<file path="config.mk">
export PLATFORM = sky130hd
export DESIGN_NAME = memory_dma_copy_flat
export DESIGN_NICKNAME = d
export VERILOG_FILES = /design/src/rtl/memory_dma_copy_if.sv /design/src/rtl/memory_dma_copy.sv /design/src/flat_wrapper.sv
export SDC_FILE = /design/constraint.sdc
export NUM_CORES = 1
export LEC_CHECK = 0
export CAP_MARGIN = 40
export CORE_MARGIN = 2
export CORE_UTILIZATION = 60
export DETAILED_ROUTE_END_ITERATION = 16
export DONT_BUFFER_PORTS = 1
export PLACE_DENSITY = 0.8
export SYNTH_ARGS = -nofsm -noshare
export SYNTH_HDL_FRONTEND = slang
export SYNTH_SLANG_ARGS = --single-unit
</file>
<file path="constraint.sdc">
create_clock -name clk -period 6.6 [get_ports clk]
set_clock_uncertainty 0.05 [all_clocks]
set_input_delay 1.32 -clock clk [delete_from_list [all_inputs] [get_ports clk]]
set_output_delay 1.32 -clock clk [all_outputs]
set_load 0.01 [all_outputs]
</file>
<file path="src/rtl/memory_dma_copy_if.sv">
// memory_dma_copy_if: register-side request/status and BRAM-port signals of
// the block-copy/fill engine, bundled for a single port connection.
//   start/mode/src_addr/dst_addr/length/fill_data : request from the CPU side
//   busy/done                                     : status back to the CPU side
//   mem_wr/mem_addr/mem_din/mem_dout              : single BRAM port
// Modports: master = the DMA engine, slave = the CPU + BRAM environment.
interface memory_dma_copy_if #(
    parameter int data_size = 8,
    parameter int addr_size = 8
);
    logic                 start;
    logic                 mode;
    logic [addr_size-1:0] src_addr;
    logic [addr_size-1:0] dst_addr;
    logic [addr_size:0]   length;
    logic [data_size-1:0] fill_data;
    logic                 busy;
    logic                 done;
    logic                 mem_wr;
    logic [addr_size-1:0] mem_addr;
    logic [data_size-1:0] mem_din;
    logic [data_size-1:0] mem_dout;

    modport master (
        input  start, mode, src_addr, dst_addr, length, fill_data, mem_dout,
        output busy, done, mem_wr, mem_addr, mem_din
    );

    modport slave (
        output start, mode, src_addr, dst_addr, length, fill_data, mem_dout,
        input  busy, done, mem_wr, mem_addr, mem_din
    );
endinterface

</file>
<file path="src/rtl/memory_dma_copy.sv">
// memory_dma_copy: single-port BRAM initiator that copies a block of words
// (READ/WRITE pairs, 2 cycles/word) or fills a range with a constant
// (1 cycle/word). Addresses wrap modulo the memory depth.
// Ports:
//   clk   : clock for the engine and the BRAM port it drives
//   rst_n : asynchronous active-low reset; aborts any transfer at once
//   bus   : memory_dma_copy_if.master (request, status, BRAM port)
module memory_dma_copy #(
    parameter int data_size = 8,
    parameter int addr_size = 8
) (
    input  logic                    clk,
    input  logic                    rst_n,
    memory_dma_copy_if.master       bus
);
    typedef enum logic [1:0] {IDLE, READ, WRITE, FINISH} state_t;

    state_t               state, state_nxt;
    logic                 mode_q;
    logic [addr_size-1:0] src_q;
    logic [addr_size-1:0] dst_q;
    logic [addr_size:0]   len_q;
    logic [data_size-1:0] fill_q;
    // one bit wider than an address so length = 2**addr_size is reachable
    logic [addr_size:0]   i_q;
    logic [addr_size:0]   i_inc;

    assign i_inc = i_q + {{addr_size{1'b0}}, 1'b1};

    // state register
    always_ff @(posedge clk or negedge rst_n) begin
        if (!rst_n) state <= IDLE;
        else        state <= state_nxt;
    end

    // operand latches and word index; operands only move on an accepted start
    always_ff @(posedge clk or negedge rst_n) begin
        if (!rst_n) begin
            mode_q <= 1'b0;
            src_q  <= '0;
            dst_q  <= '0;
            len_q  <= '0;
            fill_q <= '0;
            i_q    <= '0;
        end else if (state == IDLE && bus.start) begin
            mode_q <= bus.mode;
            src_q  <= bus.src_addr;
            dst_q  <= bus.dst_addr;
            len_q  <= bus.length;
            fill_q <= bus.fill_data;
            i_q    <= '0;
        end else if (state == WRITE) begin
            i_q <= i_inc;
        end
    end

    // next-state
    always_comb begin
        state_nxt = state;
        case (state)
            IDLE: begin
                if (bus.start) begin
                    if (bus.length == '0) state_nxt = FINISH;
                    else if (bus.mode)    state_nxt = WRITE;
                    else                  state_nxt = READ;
                end
            end
            READ:  state_nxt = WRITE;
            WRITE: begin
                if (i_inc == len_q) state_nxt = FINISH;
                else if (mode_q)    state_nxt = WRITE;
                else                state_nxt = READ;
            end
            FINISH:  state_nxt = IDLE;
            default: state_nxt = IDLE;
        endcase
    end

    // outputs: address/strobe decoded from registered state and counters;
    // write data is a pure mux so read data reaches the write port same cycle
    always_comb begin
        bus.busy     = 1'b0;
        bus.done     = 1'b0;
        bus.mem_wr   = 1'b0;
        bus.mem_addr = '0;
        bus.mem_din  = mode_q ? fill_q : bus.mem_dout;
        case (state)
            READ: begin
                bus.busy     = 1'b1;
                bus.mem_addr = src_q + i_q[addr_size-1:0];
            end
            WRITE: begin
                bus.busy     = 1'b1;
                bus.mem_wr   = 1'b1;
                bus.mem_addr = dst_q + i_q[addr_size-1:0];
            end
            FINISH:  bus.done = 1'b1;
            default: ;
        endcase
    end
endmodule

</file>
<file path="src/flat_wrapper.sv">
// flat-port wrapper written by rule: the top's interface ports become plain ports
module memory_dma_copy_flat 
#(
    parameter int data_size = 8,
    parameter int addr_size = 8
)
  (clk, rst_n, bus_start, bus_mode, bus_src_addr, bus_dst_addr, bus_length, bus_fill_data, bus_mem_dout, bus_busy, bus_done, bus_mem_wr, bus_mem_addr, bus_mem_din);
  memory_dma_copy_if #(.data_size(data_size), .addr_size(addr_size)) bus_i ();
  input  logic clk;
  input  logic rst_n;
  input wire logic [$bits(bus_i.start)-1:0] bus_start;
  input wire logic [$bits(bus_i.mode)-1:0] bus_mode;
  input wire logic [$bits(bus_i.src_addr)-1:0] bus_src_addr;
  input wire logic [$bits(bus_i.dst_addr)-1:0] bus_dst_addr;
  input wire logic [$bits(bus_i.length)-1:0] bus_length;
  input wire logic [$bits(bus_i.fill_data)-1:0] bus_fill_data;
  input wire logic [$bits(bus_i.mem_dout)-1:0] bus_mem_dout;
  output wire logic [$bits(bus_i.busy)-1:0] bus_busy;
  output wire logic [$bits(bus_i.done)-1:0] bus_done;
  output wire logic [$bits(bus_i.mem_wr)-1:0] bus_mem_wr;
  output wire logic [$bits(bus_i.mem_addr)-1:0] bus_mem_addr;
  output wire logic [$bits(bus_i.mem_din)-1:0] bus_mem_din;
  assign bus_i.start = bus_start;
  assign bus_i.mode = bus_mode;
  assign bus_i.src_addr = bus_src_addr;
  assign bus_i.dst_addr = bus_dst_addr;
  assign bus_i.length = bus_length;
  assign bus_i.fill_data = bus_fill_data;
  assign bus_i.mem_dout = bus_mem_dout;
  assign bus_busy = bus_i.busy;
  assign bus_done = bus_i.done;
  assign bus_mem_wr = bus_i.mem_wr;
  assign bus_mem_addr = bus_i.mem_addr;
  assign bus_mem_din = bus_i.mem_din;
  memory_dma_copy #(.data_size(data_size), .addr_size(addr_size)) u_core (.clk(clk), .rst_n(rst_n), .bus(bus_i));
endmodule
</file>
Yosys cells after proc, flatten, opt, wreduce, memory -nomap -nowiden
Index checks and enable logic that the tools add are counted.
{ "word_totals": {"out_inout_bits": 19, "elab_cells": 33, "input_bits": 45, "reg_bits": 45} }
{ "classes": {"n_eq_ne": 5, "add_sub_neg": 3, "n_reduce_logical": 5, "n_mux": 13} }
{ "op_table": {"columns": ["op", "count"], "rows": [
  ["2-to-1 mux 9 bit", 2],
  ["adder 8 bit", 2],
  ["one-hot mux 8 bit (2 select lines)", 1],
  ["2-to-1 mux 2 bit", 5],
  ["adder 9 x 1 -> 9 bit, second input constant", 1],
  ["== test 9 bit", 1],
  ["zero test 9 bit", 1],
  ["2-to-1 mux 8 bit", 1],
  ["one-hot mux 2 bit (4 select lines)", 1],
  ["== test 2 bit, second input constant", 2],
  ["2-to-1 mux 1 bit", 3],
  ["== test 2 x 1 -> 1 bit, second input constant", 1],
  ["zero test 2 bit", 1],
  ["!= test 2 bit, second input constant", 1],
  ["nonzero test 2 bit", 1],
  ["OR reduction 2 bit", 1],
  ["logical AND 1 bit", 1]
]} }

Depth between registers and ports, before layout
Gate-level depths: netlist of run 1.
{ "logic_depth": {"ltp_word": 4, "ltp_mapped": 14, "mapped_depth_nobuf": 12} }

Worst setup path after synthesis of run 1
Ideal clock, no wire load.
{ "synth_timing": {"path_type": "reg-to-output", "start": "reg u_core.state[0]", "end": "out bus_mem_addr[6]", "n_path_buf": 2, "required_time_ns": 5.230, "t_arrival_ns": 2.797, "path_stages_with_launch": 15, "path_slack_ns": 2.433, "path_cell_list": "dfrtp_1 > inv_1 > ha_1 > clkbuf_1 > buf_6 > mux2_2 > ha_1 > inv_1 > fa_1 > nor2b_1 > o21ai_0 > nand2b_1 > a21o_1 > a21oi_1 > mux2i_1"} }
{ "synth_between": {"elab_chain_cells": 2, "word_cells_on_any_way": 3, "cone_classes": "eq/ne: 2; mux: 1"} }
{ "synth_rtl": {"columns": ["element", "line_no", "text"], "rows": [
  ["start, declared", "memory_dma_copy.sv:18", "state_t state, state_nxt;"],
  ["start signal, assigned", "memory_dma_copy.sv:33", "else state <= state_nxt;"],
  ["== test 2 bit or == test 2 x 1 -> 1 bit (tied branches)", "memory_dma_copy.sv:87", "case (state)"],
  ["one-hot mux 8 bit (2 select lines) *", "memory_dma_copy.sv:87", null],
  ["end, declared", "flat_wrapper.sv:21", "output wire logic [$bits(bus_i.mem_addr)-1:0] bus_mem_addr;"]
]} }
Mark *: on every way between the ends. The rest lies on a longest branch, timed or not.

Worst setup path after layout of run 1
Ends and elaborated chain as after synthesis.

==> results of run 1 <==
-- sequential cells by signal, summed over array words and instances, names as in the netlist --
name	flops
u_core.fill_q	8
u_core.dst_q	8
u_core.src_q	8
u_core.state	2
u_core.i_q	9
u_core.mode_q	1
u_core.len_q	9
-- cell type report --
type,instances,area [um^2],area share
Clock inverter,2,15.0,0.00526
Tap cell,52,65.1,0.0228
Inverter,6,22.5,0.00789
Timing Repair Buffer,3,42.5,0.0149
Clock buffer,6,72.6,0.0254
Multi-Input combinational cell,246,1510,0.529
Sequential cell,45,1130,0.395
-- final timing paths --
check | from | endpoint | slack (ps)
min in group asynchronous | rst_n | u_core.i_q[5] | 640
worst min register to register | u_core.fill_q[5] | u_core.fill_q[5] | 430
worst max-delay path | u_core.state[0] | bus_mem_addr[6] | 2040
max in group asynchronous | rst_n | u_core.mode_q | 5760
worst min-delay path | u_core.fill_q[5] | u_core.fill_q[5] | 430
worst max register to register | u_core.i_q[0] | u_core.state[0] | 4520
-- cells in the mapped netlist, types with 4 or more instances --
library cell | count | area, um^2
nand2_1 | 113 | 424
dfrtp_1 | 45 | 1130
mux2_2 | 15 | 169
ha_1 | 12 | 150
a21oi_1 | 11 | 55.1
xnor2_1 | 10 | 87.6
clkbuf_1 | 9 | 33.8
nor2_1 | 9 | 33.8
o21ai_0 | 7 | 35.0
xor2_1 | 7 | 61.3
and2_1 | 6 | 37.5
inv_1 | 6 | 22.5
or3_1 | 6 | 37.5
nor2b_1 | 5 | 31.3
nand3_1 | 4 | 20.0
nor3_1 | 4 | 20.0
o21ai_1 | 4 | 20.0
-- worst max-delay path, cell delays in order (launching register included) --
cell,delay (ps)
dfrtp_1,420
inv_1,120
ha_1,160
buf_4,270
mux2_2,380
ha_1,210
inv_1,80
fa_1,180
nor2b_1,60
o21ai_0,190
nand2b_1,110
a21o_1,190
a21oi_1,180
mux2i_1,320
-- routing by layer --
metal,global-route usage,wire (um),vias up
li1,-,-,1016
met1,0.352,2640,996
met2,0.393,2860,69
met3,0.0563,308,8
met4,0.0818,99,0
met5,0,0,-
-- kinds of logic (layout without fill, tap and decap cells) --
logic type,after synthesis,in the layout,synth area share
AOI/OAI and AO/OA,36,36,0.0904
xor gates and xnor gates,17,17,0.0543
adders and majority gates,13,13,0.0621
buffers and inverters,20,17,0.0383
DFF,45,45,0.411
muxes,18,18,0.0726
and+or+nand+nor,162,162,0.272
-- where the power goes --
| group | internal (uW) | switching, uW |
|---|---|---|
| clock network | 74.7 | 100 |
| logic | 2.64 | 2.57 |
| registers | 275 | 0 |
| total | 353 | 103 |
-- per-stage QoR --
step | instances | util | worst slack [ps]
after floorplan | 311 | - | 2430
after global placement | 351 | 0.625 | 2590
after detailed placement | 352 | 0.631 | 2380
after CTS | 360 | 0.651 | 2040
after global routing | 360 | 0.651 | 1840
final | 360 | 0.651 | 2040
-- cell usage in the layout, fill, tap and decap left out, types with 4 or more instances in the layout --
cell type and instances:
o21ai_0 7, nor2b_1 5, or3_1 6, nor3_1 4, o21ai_1 4, clkbuf_8 5, nor2_1 9, and2_1 6
dfrtp_1 45, xor2_1 7, mux2_2 15, nand3_1 4, xnor2_1 10, ha_1 12, nand2_1 113, inv_1 6
a21oi_1 11
==> reports/metrics.yaml, run 1 <==
critical_path:
  critical_path.startpoint_type: "flop"
  setup.worst_path.class: "reg2out"
  reg2reg_depth: 7
  worstPathRequired_ps: 5230
  cp_max_fo: 18
  cp.arrival_ps: 3190
  end_kind: "output port"
placed_design:
  placed_cell_area_um2: 2770
  gp_routability_congestion: 0.917
  detailed_place_hpwl_um: 4230
  buffer_ports.inserted: 0
global_routing:
  antenna_found_initial: 0
  grt_pass1_wl_um: 9940
  grt_max_degree: 46
  vias_in_the_first_global_route: 2060
  grtUsageTotal: 0.252
  grt_overflow_total: 0
synth:
  synth_edf_count: 0
  postSynthAreaPerCell_um2: 8.81
  yosys.cell_types.count: 43
  synth-async-reset-ratio: 1.00
  syn_inst: 311
  synth_nets: 369
  yosysSeqAreaShare: 0.411
  yosys_warnings: 0
  synthesis.area_um2: 2740
  dominantRegCellSynth: "dfrtp_1"
  yosys_register_bits: 45
power:
  power.density_cell_area_nw_per_um2: 160
  post-layout-total-power_uw: 456
  power_leakage_uw: 0.00142
  power.ir.vdd_worst_mv: 0.134
sta:
  fin_tns_setup_ps: 0
  finalCritPeriodShare: 0.690
  fin_hold_ws_ps: 425
  fmax_mhz: 220
  rsz_0062_raised_after_global_routing: "no"
  finalSetupViolCount: 0
  hold_violations: 0
  relSlewSlack: 0.628
  worst_pin_slew_ps: 557
  drv_slew: 0
  fin_crit_ps: 4560
job:
  max_cap_viol_count: 0
clock_network:
  clock_insertion_delay_worst_skew_ps: 310
  clk_root_buffer_cell: "clkbuf_8"
  clock_buffers_created_by_tritoncts: 5
  clkSlewWorstSetupHoldPaths_ps: 90
  post_cts_buffers: 0
  cts-hold-fix-buffers: 0
  postCtsResizedCells: 0
  h-tree-depth: 2
  clock_sinks: 45
  clockBufferDepth: 2
  cts_tree: "yes"
floorplan:
  core_um2: 4380
  floorplan.rows: 24
  initial_core_util: 0.625
  die_x_um: 71.6
  die_h_um: 71.6
  num_io_pins: 64
  die_area_um2: 5130
routing:
  first_pass_drt_iterations: 4
  detail_route.drc_violations: 0
  per_cell_via_count_in_the_routed_design: 5.80
  antenna_violating_nets_post_route: 0
  routed-via-count: 2089
  dr.first_iter.drc_count: 152
  avgRoutedWirePerCell_um: 16.4
  routed_wirelength_um: 5910
layout:
  area_growth_syn_to_layout_pct: 4.11
  layout.filler_cells: 366
  layout-drive-gt1-share: 0.114
  finish.instance_area_um2: 2850
  finish.net_count: 365
  diodes: 0
status:
  outcome: "finished, final reports clean"
min_path:
  min_delay_path_depth: 2
  worst_hold_path_type: "reg2reg"
Power figures use the tool's default switching activity.
==> run 2: changes to the inputs <==
- clock period: 6.6 -> 4.75 ns (I/O delays scaled with it)
==> reports/metrics.yaml, run 2 (synthesized netlist as in run 1, its figures left out) <==
clock_network:
  clkSlewWorstSetupHoldPaths_ps: 90
  clock_sinks: 45
  h-tree-depth: 2
  clock_buffers_created_by_tritoncts: 5
  cts-hold-fix-buffers: 0
  post_cts_buffers: 0
  clk_root_buffer_cell: "clkbuf_8"
  postCtsResizedCells: 0
  clockBufferDepth: 2
  clock_insertion_delay_worst_skew_ps: 310
  cts_tree: "yes"
routing:
  routed-via-count: 2081
  first_pass_drt_iterations: 4
  antenna_violating_nets_post_route: 0
  per_cell_via_count_in_the_routed_design: 5.78
  dr.first_iter.drc_count: 113
  routed_wirelength_um: 5750
  avgRoutedWirePerCell_um: 16.0
  detail_route.drc_violations: 0
critical_path:
  slowest_delay_ps: 430
  timing.critical_path.max_delay_family: "multiplexers"
  setup.worst_path.class: "reg2out"
  timing.critical_path.cells: "inv_1 -> ha_1 -> mux2_2 -> ha_1 -> inv_1 -> fa_1 -> nor2b_1 -> o21ai_0 -> nand2b_1 -> a21o_1 -> a21oi_1 -> mux2i_1"
  critical_path.n_buffers_inverters: 2
  cp.arrival_ps: 2970
  cp_max_fo: 5
  worstPathRequired_ps: 3750
  critical_path.startpoint_type: "flop"
  end_kind: "output port"
  critical_path.slowest_cell: "dfrtp_1"
power:
  power.ir.vdd_worst_mv: 0.174
  power_leakage_uw: 0.00143
  power.density_cell_area_nw_per_um2: 243
  post-layout-total-power_uw: 698
placed_design:
  gp_routability_congestion: 0.884
  numPlacedInstances: 352
  detailed_place_hpwl_um: 4250
  buffer_ports.inserted: 0
sta:
  finalSetupViolCount: 0
  hold_violations: 0
  finalCritPeriodShare: 0.837
  fmax_mhz: 252
  worst_pin_slew_ps: 537
  fin_tns_setup_ps: 0
  relSlewSlack: 0.641
  fin_crit_ps: 3970
  rsz_0062_raised_after_global_routing: "no"
  fin_hold_ws_ps: 276
  drv_slew: 0
floorplan:
  die_area_um2: 5130
  num_io_pins: 64
  floorplan.rows: 24
  core_um2: 4380
  die_x_um: 71.6
  initial_core_util: 0.625
  die_h_um: 71.6
global_routing:
  antenna_found_initial: 0
  grt_max_degree: 46
  grtUsageTotal: 0.243
  grt_pass1_wl_um: 9530
  vias_in_the_first_global_route: 1986
  grt_overflow_total: 0
layout:
  finish.net_count: 365
  layout.filler_cells: 361
  post_layout_nonfiller_instances: 360
  diodes: 0
  area_growth_syn_to_layout_pct: 4.84
  layout.cells.most_common_list: "nand2_1, dfrtp_1, mux2_2"
  mostFrequentLayoutCell: "nand2_1"
  layout-drive-gt1-share: 0.117
  top_regs: "u_core.i_q (9), u_core.len_q (9)"
job:
  max_cap_viol_count: 0
min_path:
  worst_hold_path_type: "in2async"
status:
  outcome: "finished, final reports clean"
==> run 2: changes by cell type in the layout (fill, tap and decap cells not counted), sizes merged <==
| cell | delta |
|---|---|
| bufinv | +1 |
| clkinvlp | -1 |
==> run 2: layout make-up <==
type	instances	area, um^2	share of cell area
clock buffer	6	82.6	0.0287
clock inverter	2	37.5	0.0131
inverter	6	22.5	0.00784
multi-input combinational	246	1510	0.525
sequential	45	1130	0.392
tap	52	65.1	0.0226
timing repair buffer	3	30.0	0.0104
==> run 2: worst paths after layout <==
path	startpoint	to	slack [ps]	cells after the start
worst min register to register	u_core.fill_q[5]	u_core.fill_q[5]	430	2
worst min-delay path	rst_n	u_core.i_q[5]	280	0
min in group clk	u_core.fill_q[5]	u_core.fill_q[5]	430	2
worst max register to register	u_core.i_q[0]	u_core.state[0]	2690	7
worst max-delay path	u_core.state[0]	bus_mem_addr[6]	780	12
max in group asynchronous	rst_n	u_core.src_q[5]	4280	0
==> run 2: per-layer routing <==
layer	vias to the layer above	part of all wire	track usage
met5	-	0	0
met4	0	0.018	0.101
met3	10	0.066	0.0492
met2	68	0.47	0.379
met1	988	0.44	0.334
li1	1015	-	-
==> run 2: metrics by stage <==
| step | cell area [um^2] | worst slack, ps | util |
|---|---|---|---|
| global route | 2870 | 601 | 0.656 |
| detailed placement | 2750 | 1140 | 0.628 |
| finish | 2870 | 776 | 0.656 |
| CTS | 2870 | 799 | 0.656 |
| floorplan | 2740 | 953 | - |
| global placement | 2740 | 1240 | 0.625 |
==> run 2: where the power goes <==
group	switching [uW]	leakage (uW)	internal, uW
combinational	3.82	0.000762	3.68
sequential	0	0.000609	383
clock	136	0.0000574	171
